$ cat src/rtl/alu_uart_sequencer.sv
// alu_uart_sequencer: serial front end for the 8-bit ALU.
// Collects operand A, operand B and opcode bytes from the UART receiver,
// registers them toward the ALU, waits one settle cycle, captures the result
// and hands it to the UART transmitter with a start/done handshake.
// Optional build macro ALU_SEQ_CARRY_BYTE_EN: also transmit the latched carry
// as a second byte after the result byte.
module alu_uart_sequencer #(
    parameter int unsigned BUS_SIZE    = 8,
    parameter int unsigned OPCODE_SIZE = 6
) (
    input  logic                   i_clock,
    input  logic                   i_reset_n,
    input  logic [BUS_SIZE-1:0]    i_rx_data,
    input  logic                   i_rx_done,
    input  logic [BUS_SIZE-1:0]    i_alu_result,
    input  logic                   i_alu_carry,
    input  logic                   i_tx_done,
    output logic [BUS_SIZE-1:0]    o_datoA,
    output logic [BUS_SIZE-1:0]    o_datoB,
    output logic [OPCODE_SIZE-1:0] o_opcode,
    output logic [BUS_SIZE-1:0]    o_tx_data,
    output logic                   o_tx_start,
    output logic                   o_busy
);

    typedef enum logic [2:0] {
        StRxA,
        StRxB,
        StRxOp,
        StExec,
        StSend,
        StWaitTx
`ifdef ALU_SEQ_CARRY_BYTE_EN
        ,
        StSendC,
        StWaitTxC
`endif
    } state_e;

    state_e                 state_q, state_d;
    logic [BUS_SIZE-1:0]    dato_a_q, dato_a_d;
    logic [BUS_SIZE-1:0]    dato_b_q, dato_b_d;
    logic [OPCODE_SIZE-1:0] opcode_q, opcode_d;
    logic [BUS_SIZE-1:0]    tx_data_q, tx_data_d;
    logic                   carry_q, carry_d;

    // Next-state and register-load decode; bytes arriving while busy fall through untouched.
    always_comb begin
        state_d   = state_q;
        dato_a_d  = dato_a_q;
        dato_b_d  = dato_b_q;
        opcode_d  = opcode_q;
        tx_data_d = tx_data_q;
        carry_d   = carry_q;
        unique case (state_q)
            StRxA: begin
                if (i_rx_done) begin
                    dato_a_d = i_rx_data;
                    state_d  = StRxB;
                end
            end
            StRxB: begin
                if (i_rx_done) begin
                    dato_b_d = i_rx_data;
                    state_d  = StRxOp;
                end
            end
            StRxOp: begin
                if (i_rx_done) begin
                    // Upper bits of the opcode byte are discarded.
                    opcode_d = i_rx_data[OPCODE_SIZE-1:0];
                    state_d  = StExec;
                end
            end
            StExec: begin
                // Operands have been stable for a full cycle: capture the ALU now.
                tx_data_d = i_alu_result;
                carry_d   = i_alu_carry;
                state_d   = StSend;
            end
            StSend: begin
                state_d = StWaitTx;
            end
            StWaitTx: begin
                if (i_tx_done) begin
`ifdef ALU_SEQ_CARRY_BYTE_EN
                    // Carry byte must already be on o_tx_data when its start pulse fires.
                    tx_data_d = {{(BUS_SIZE-1){1'b0}}, carry_q};
                    state_d   = StSendC;
`else
                    state_d   = StRxA;
`endif
                end
            end
`ifdef ALU_SEQ_CARRY_BYTE_EN
            StSendC: begin
                state_d = StWaitTxC;
            end
            StWaitTxC: begin
                if (i_tx_done) begin
                    state_d = StRxA;
                end
            end
`endif
            default: begin
                state_d = StRxA;
            end
        endcase
    end

    // State and datapath registers; asynchronous reset aborts any transaction.
    always_ff @(posedge i_clock or negedge i_reset_n) begin
        if (!i_reset_n) begin
            state_q   <= StRxA;
            dato_a_q  <= '0;
            dato_b_q  <= '0;
            opcode_q  <= '0;
            tx_data_q <= '0;
            carry_q   <= 1'b0;
        end else begin
            state_q   <= state_d;
            dato_a_q  <= dato_a_d;
            dato_b_q  <= dato_b_d;
            opcode_q  <= opcode_d;
            tx_data_q <= tx_data_d;
            carry_q   <= carry_d;
        end
    end

    // Handshake outputs decoded straight from the state register.
    always_comb begin
        o_tx_start = 1'b0;
        o_busy     = 1'b1;
        unique case (state_q)
            StRxA, StRxB, StRxOp: o_busy = 1'b0;
            StSend:               o_tx_start = 1'b1;
`ifdef ALU_SEQ_CARRY_BYTE_EN
            StSendC:              o_tx_start = 1'b1;
`endif
            default:              o_busy = 1'b1;
        endcase
    end

`ifndef ALU_SEQ_CARRY_BYTE_EN
    // Carry is latched but never transmitted in this build.
    logic unused_carry;
    assign unused_carry = carry_q;
`endif

    assign o_datoA   = dato_a_q;
    assign o_datoB   = dato_b_q;
    assign o_opcode  = opcode_q;
    assign o_tx_data = tx_data_q;

endmodule

$ cat config.mk
export PLATFORM = sky130hd
export DESIGN_NAME = alu_uart_sequencer
export DESIGN_NICKNAME = d
export VERILOG_FILES = /design/src/rtl/alu_uart_sequencer.sv
export SDC_FILE = /design/constraint.sdc
export NUM_CORES = 1
export LEC_CHECK = 0
export CAP_MARGIN = 20
export CORE_ASPECT_RATIO = 2
export CORE_MARGIN = 10
export CORE_UTILIZATION = 35
export CTS_CLUSTER_SIZE = 8
export DETAILED_ROUTE_END_ITERATION = 10
export GPL_ROUTABILITY_DRIVEN = 0
export MAX_ROUTING_LAYER = met4
export PLACE_DENSITY = 0.67
export SKIP_CTS_REPAIR_TIMING = 1
export SLEW_MARGIN = 20
export SYNTH_ARGS = -nofsm -noshare
export SYNTH_HDL_FRONTEND = slang
export SYNTH_SLANG_ARGS = --single-unit
export TNS_END_PERCENT = 5
$ cat constraint.sdc
create_clock -name i_clock -period 1.64 [get_ports i_clock]
set_clock_uncertainty 0.1 [all_clocks]
set_input_delay 0.246 -clock i_clock [delete_from_list [all_inputs] [get_ports i_clock]]
set_output_delay 0.246 -clock i_clock [all_outputs]
set_load 0.02 [all_outputs]
After elaboration in Yosys (flattened, before gate mapping) --
Cells that the tools add are included.
Storage, ports and cells: bits in registers 33, input port bits 21, output and inout port bits 32
Cells by class: reductions and logical operators 6, equal/unequal tests 9, muxes and demuxes 7
Operator list (count):
- $pmux W3 S6 | 1
- $mux W3 | 4
- $ne A2 B2 Y1 const B | 4
- $eq A3 B2 Y1 const B | 2
- $eq A3 B3 Y1 const B | 2
- $reduce_and A2 Y1 | 3
- $reduce_and A4 Y1 | 1
- $eq A3 B1 Y1 const B | 1
- $logic_not A3 Y1 | 1
- $reduce_or A3 Y1 | 1
- $mux W1 | 2

Depth between registers and ports, before layout --
depth after elaboration 3, mapped depth 4

Least setup slack after synthesis --
No wires, ideal clock.
path type reg-to-reg, start reg state_q[2], end reg dato_b_q[0] (netlist: o_datoB[0]), period minus slack after synthesis 1.499 ns, setup slack 0.141 ns, cell stages (with the launch flop) 4, arrival 1.275 ns, library setup time 0.125 ns, cell sequence dfrtp_1 -> nand2b_4 -> nor3b_4 -> mux2_2
On the way: longest elaborated chain between the ends 2
RTL lines:
- start, declared | RTL line 40 | state_e state_q, state_d;
- start signal, assigned | RTL line 114 | state_q <= StRxA;
- start signal, assigned | RTL line 121 | state_q <= state_d;
- $eq A3 B1 Y1 | RTL line 55 | unique case (state_q)
- $reduce_and A2 Y1 (no source line)
- end signal, assigned | RTL line 123 | dato_b_q <= dato_b_d;
- end, declared | RTL line 42 | logic [BUS_SIZE-1:0] dato_b_q, dato_b_d;
Every way passes these cells. A chain may end at the register's enable or synchronous reset.

Final worst setup path --
start reg dato_a_q[4] (netlist: o_datoA[4]), end out o_datoA[4]
RTL lines:
- start, declared | RTL line 41 | logic [BUS_SIZE-1:0] dato_a_q, dato_a_d;
- start signal, assigned | RTL line 122 | dato_a_q <= dato_a_d;
- end, declared | RTL line 18 | output logic [BUS_SIZE-1:0] o_datoA,
No word-level cell between the ends.

==> flow_summary.ini <==
[worst_setup_path]
worst-path-max-fanout = 2
crit_slowest_cell = clkdlybuf4s50_1
worst_path_dominant_cell_family = buffers and inverters
cp_num_buf_inv = 1
critPathCaptureType = output port
setup.worst_path.start_class = flop
criticalPathCategory = flop to output port
worstPathRequired_ns = 1.29
slowest_delay_ns = 0.64
cp.arrival_ns = 1.26
crit_chain = clkdlybuf4s50_1

[grt]
grt_max_degree = 34
met2_usage = 0.1825
grt_use_total = 0.1041
grt_pass1_vias = 1058
busiest_layer = met2
grt_antenna_before_repair = 0
grt_pass1_wl_mm = 5.257
overflow = 0
met1_usage = 0.09494
use_met3 = 0.03996

[sta]
relSlewSlack = 0.7165
rsz0062_at_grt = true
period_share = 0.9812
fmax_mhz = 621.4
slew_violations = 0
finalCriticalPeriod_ns = 1.609
finalHoldViolCount = 0
worst_slew_pin_slew_ns = 0.4240
layout_setup_ws_ns = 0.03079
setup_viol = 0

[yosys]
avgSynthCellArea_um2 = 16.25
synth_top_family_by_area = multiplexers
synth_area_leaders = dfrtp_1, mux2_2, nor3b_4
synthCells = 80
synth_area_leader_cell = dfrtp_1
synthMuxAreaShare = 0.2599
synth_common_cells = dfrtp_1, mux2_2
synth_area_mm2 = 0.001300
synth_edf_count = 0
yosys_warnings = 0
synth_ff_type = dfrtp_1
yosys.area.top_type_share = 0.6352
synthArstFlopShare = 1.000
synth_adder_area_share = 0
synth_compound_gate_area_share = 0.01925
synth-seq-cells = 33
synth_xor_xnor_area_share = 0
synthSimpleGateAreaFrac = 0.07796
yosys.cell_types.count = 15
syn-num-nets = 101
synth_most_common_cell = dfrtp_1
ys_seq_area_frac = 0.6352

[clock_tree]
cts_tree = built
htree_levels = 2
clk_latency_ns = 0.28
clockBufferDepth = 2
clock_sinks = 33
path_clk_slew_ns = 0.07
cts_made_buffers = 5
clock_tree.root_cell = clkbuf_8

[place]
pre_cts_slack_ns = -0.1823
post_dp_cell_area_mm2 = 0.001947
post-place-cells = 186
hpwl_mm = 2.568
numPortBuffers = 51

[finish]
antennaDiodeCount = 0
seqCellArea_um2 = 825.8
finalNonFillerCells = 194
nFillCells = 306
layout-drive-gt1-share = 0.3448
nets = 165
fin_area_mm2 = 0.002062
area_growth_pct = 58.61
final_core_util = 0.5716
multi_input_area_um2 = 464.2

[routing]
finalWirelength_mm = 3.246
dr.pass1.iters = 3
drt_iter0_drc = 4
vias = 893
ant_nets = 0
vias_per_cell = 4.603
drc = 0
post_drt_wl_per_cell_um = 16.73

[pwr]
p_per_area_mw_per_mm2 = 2136
power_mw = 4.405
irDropWorstVdd_mv = 1.104
p_leak_nw = 0.9840

[job]
timing.max_cap.violations = 0

[floorplanning]
placeableCoreArea_mm2 = 0.003607
row_count = 31
dieArea_mm2 = 0.006700
start_util = 0.3604
die_y_um = 106.2
die_x_um = 63.10
io_pins = 53

[run_status]
outcome = finished, final reports clean

[worst_hold_path]
hold_class = input pin to asynchronous set/reset pin
-- cell families (layout without fill, tap and decap cells) --
| family | Yosys count | count (layout) |
|---|---|---|
| buf+inv | 2 | 67 |
| compound gates | 4 | 4 |
| mux | 30 | 30 |
| simple gates | 11 | 11 |
| flops | 33 | 33 |
-- cell usage in the layout, fill, tap and decap left out, drive strengths merged --
master | netlist | routed
or4b | 1 | 1
a21oi | 2 | 2
dlymetal6s2s | 0 | 13
mux2 | 30 | 30
a21o | 1 | 1
nand3b | 2 | 2
clkbuf | 0 | 6
nand2 | 2 | 2
nor3b | 2 | 2
clkinv | 0 | 2
o211ai | 1 | 1
nand2b | 2 | 2
nor2 | 1 | 1
buf | 2 | 8
dfrtp | 33 | 33
clkdlybuf4s50 | 0 | 38
nor3 | 1 | 1
-- area by class of cell --
| cell class | instances | share of cell area |
|---|---|---|
| well taps | 49 | 0.02973 |
| flip-flops and latches | 33 | 0.4005 |
| clock inverters | 2 | 0.004854 |
| repair buffers | 59 | 0.3046 |
| multi-input cells | 45 | 0.2251 |
| clock buffers | 6 | 0.03519 |
-- flip-flops by register name, indices dropped and copies added, names as in the netlist --
| name | flops |
|---|---|
| state_q | 3 |
| o_datoA | 8 |
| o_tx_data | 8 |
| o_datoB | 8 |
| o_opcode | 6 |
-- metal layers --
layer / vias up / routed length, µm
li1: 410 / -
met1: 446 / 1162
met2: 31 / 1847
met3: 6 / 182
met4: 0 / 53
met5: - / 0
-- stage by stage --
stage	setup TNS (ns)	hold slack, ns
after global placement	-2.457	0.3868
after floorplan	0	-0.1496
after CTS	-0.5133	0.2797
after detailed placement	-2.866	0.3928
final	0	0.2736
after global routing	-0.01705	0.2945
-- final timing paths --
check | startpoint | to | slack [ns] | depth (start not counted)
max in group asynchronous | i_reset_n | o_tx_data[1] | 0.87 | 2
setup reg to reg | state_q[2] | o_tx_data[0] | 0.09 | 3
hold / removal | i_reset_n | o_datoA[6] | 0.27 | 2
hold reg to reg | o_datoB[5] | o_datoB[5] | 0.40 | 1
setup / recovery | o_datoA[4] | o_datoA[4] | 0.03 | 1
min in group i_clock | o_datoB[5] | o_datoB[5] | 0.40 | 1
-- power by group --
part | leakage, nW | internal [mW] | switching, mW
Combinational | 0.547 | 1.29 | 1.08
Clock | 0.0450 | 0.293 | 0.278
Sequential | 0.392 | 1.24 | 0.226
Total | 0.984 | 2.82 | 1.59
(Power assumes the default switching activity.)
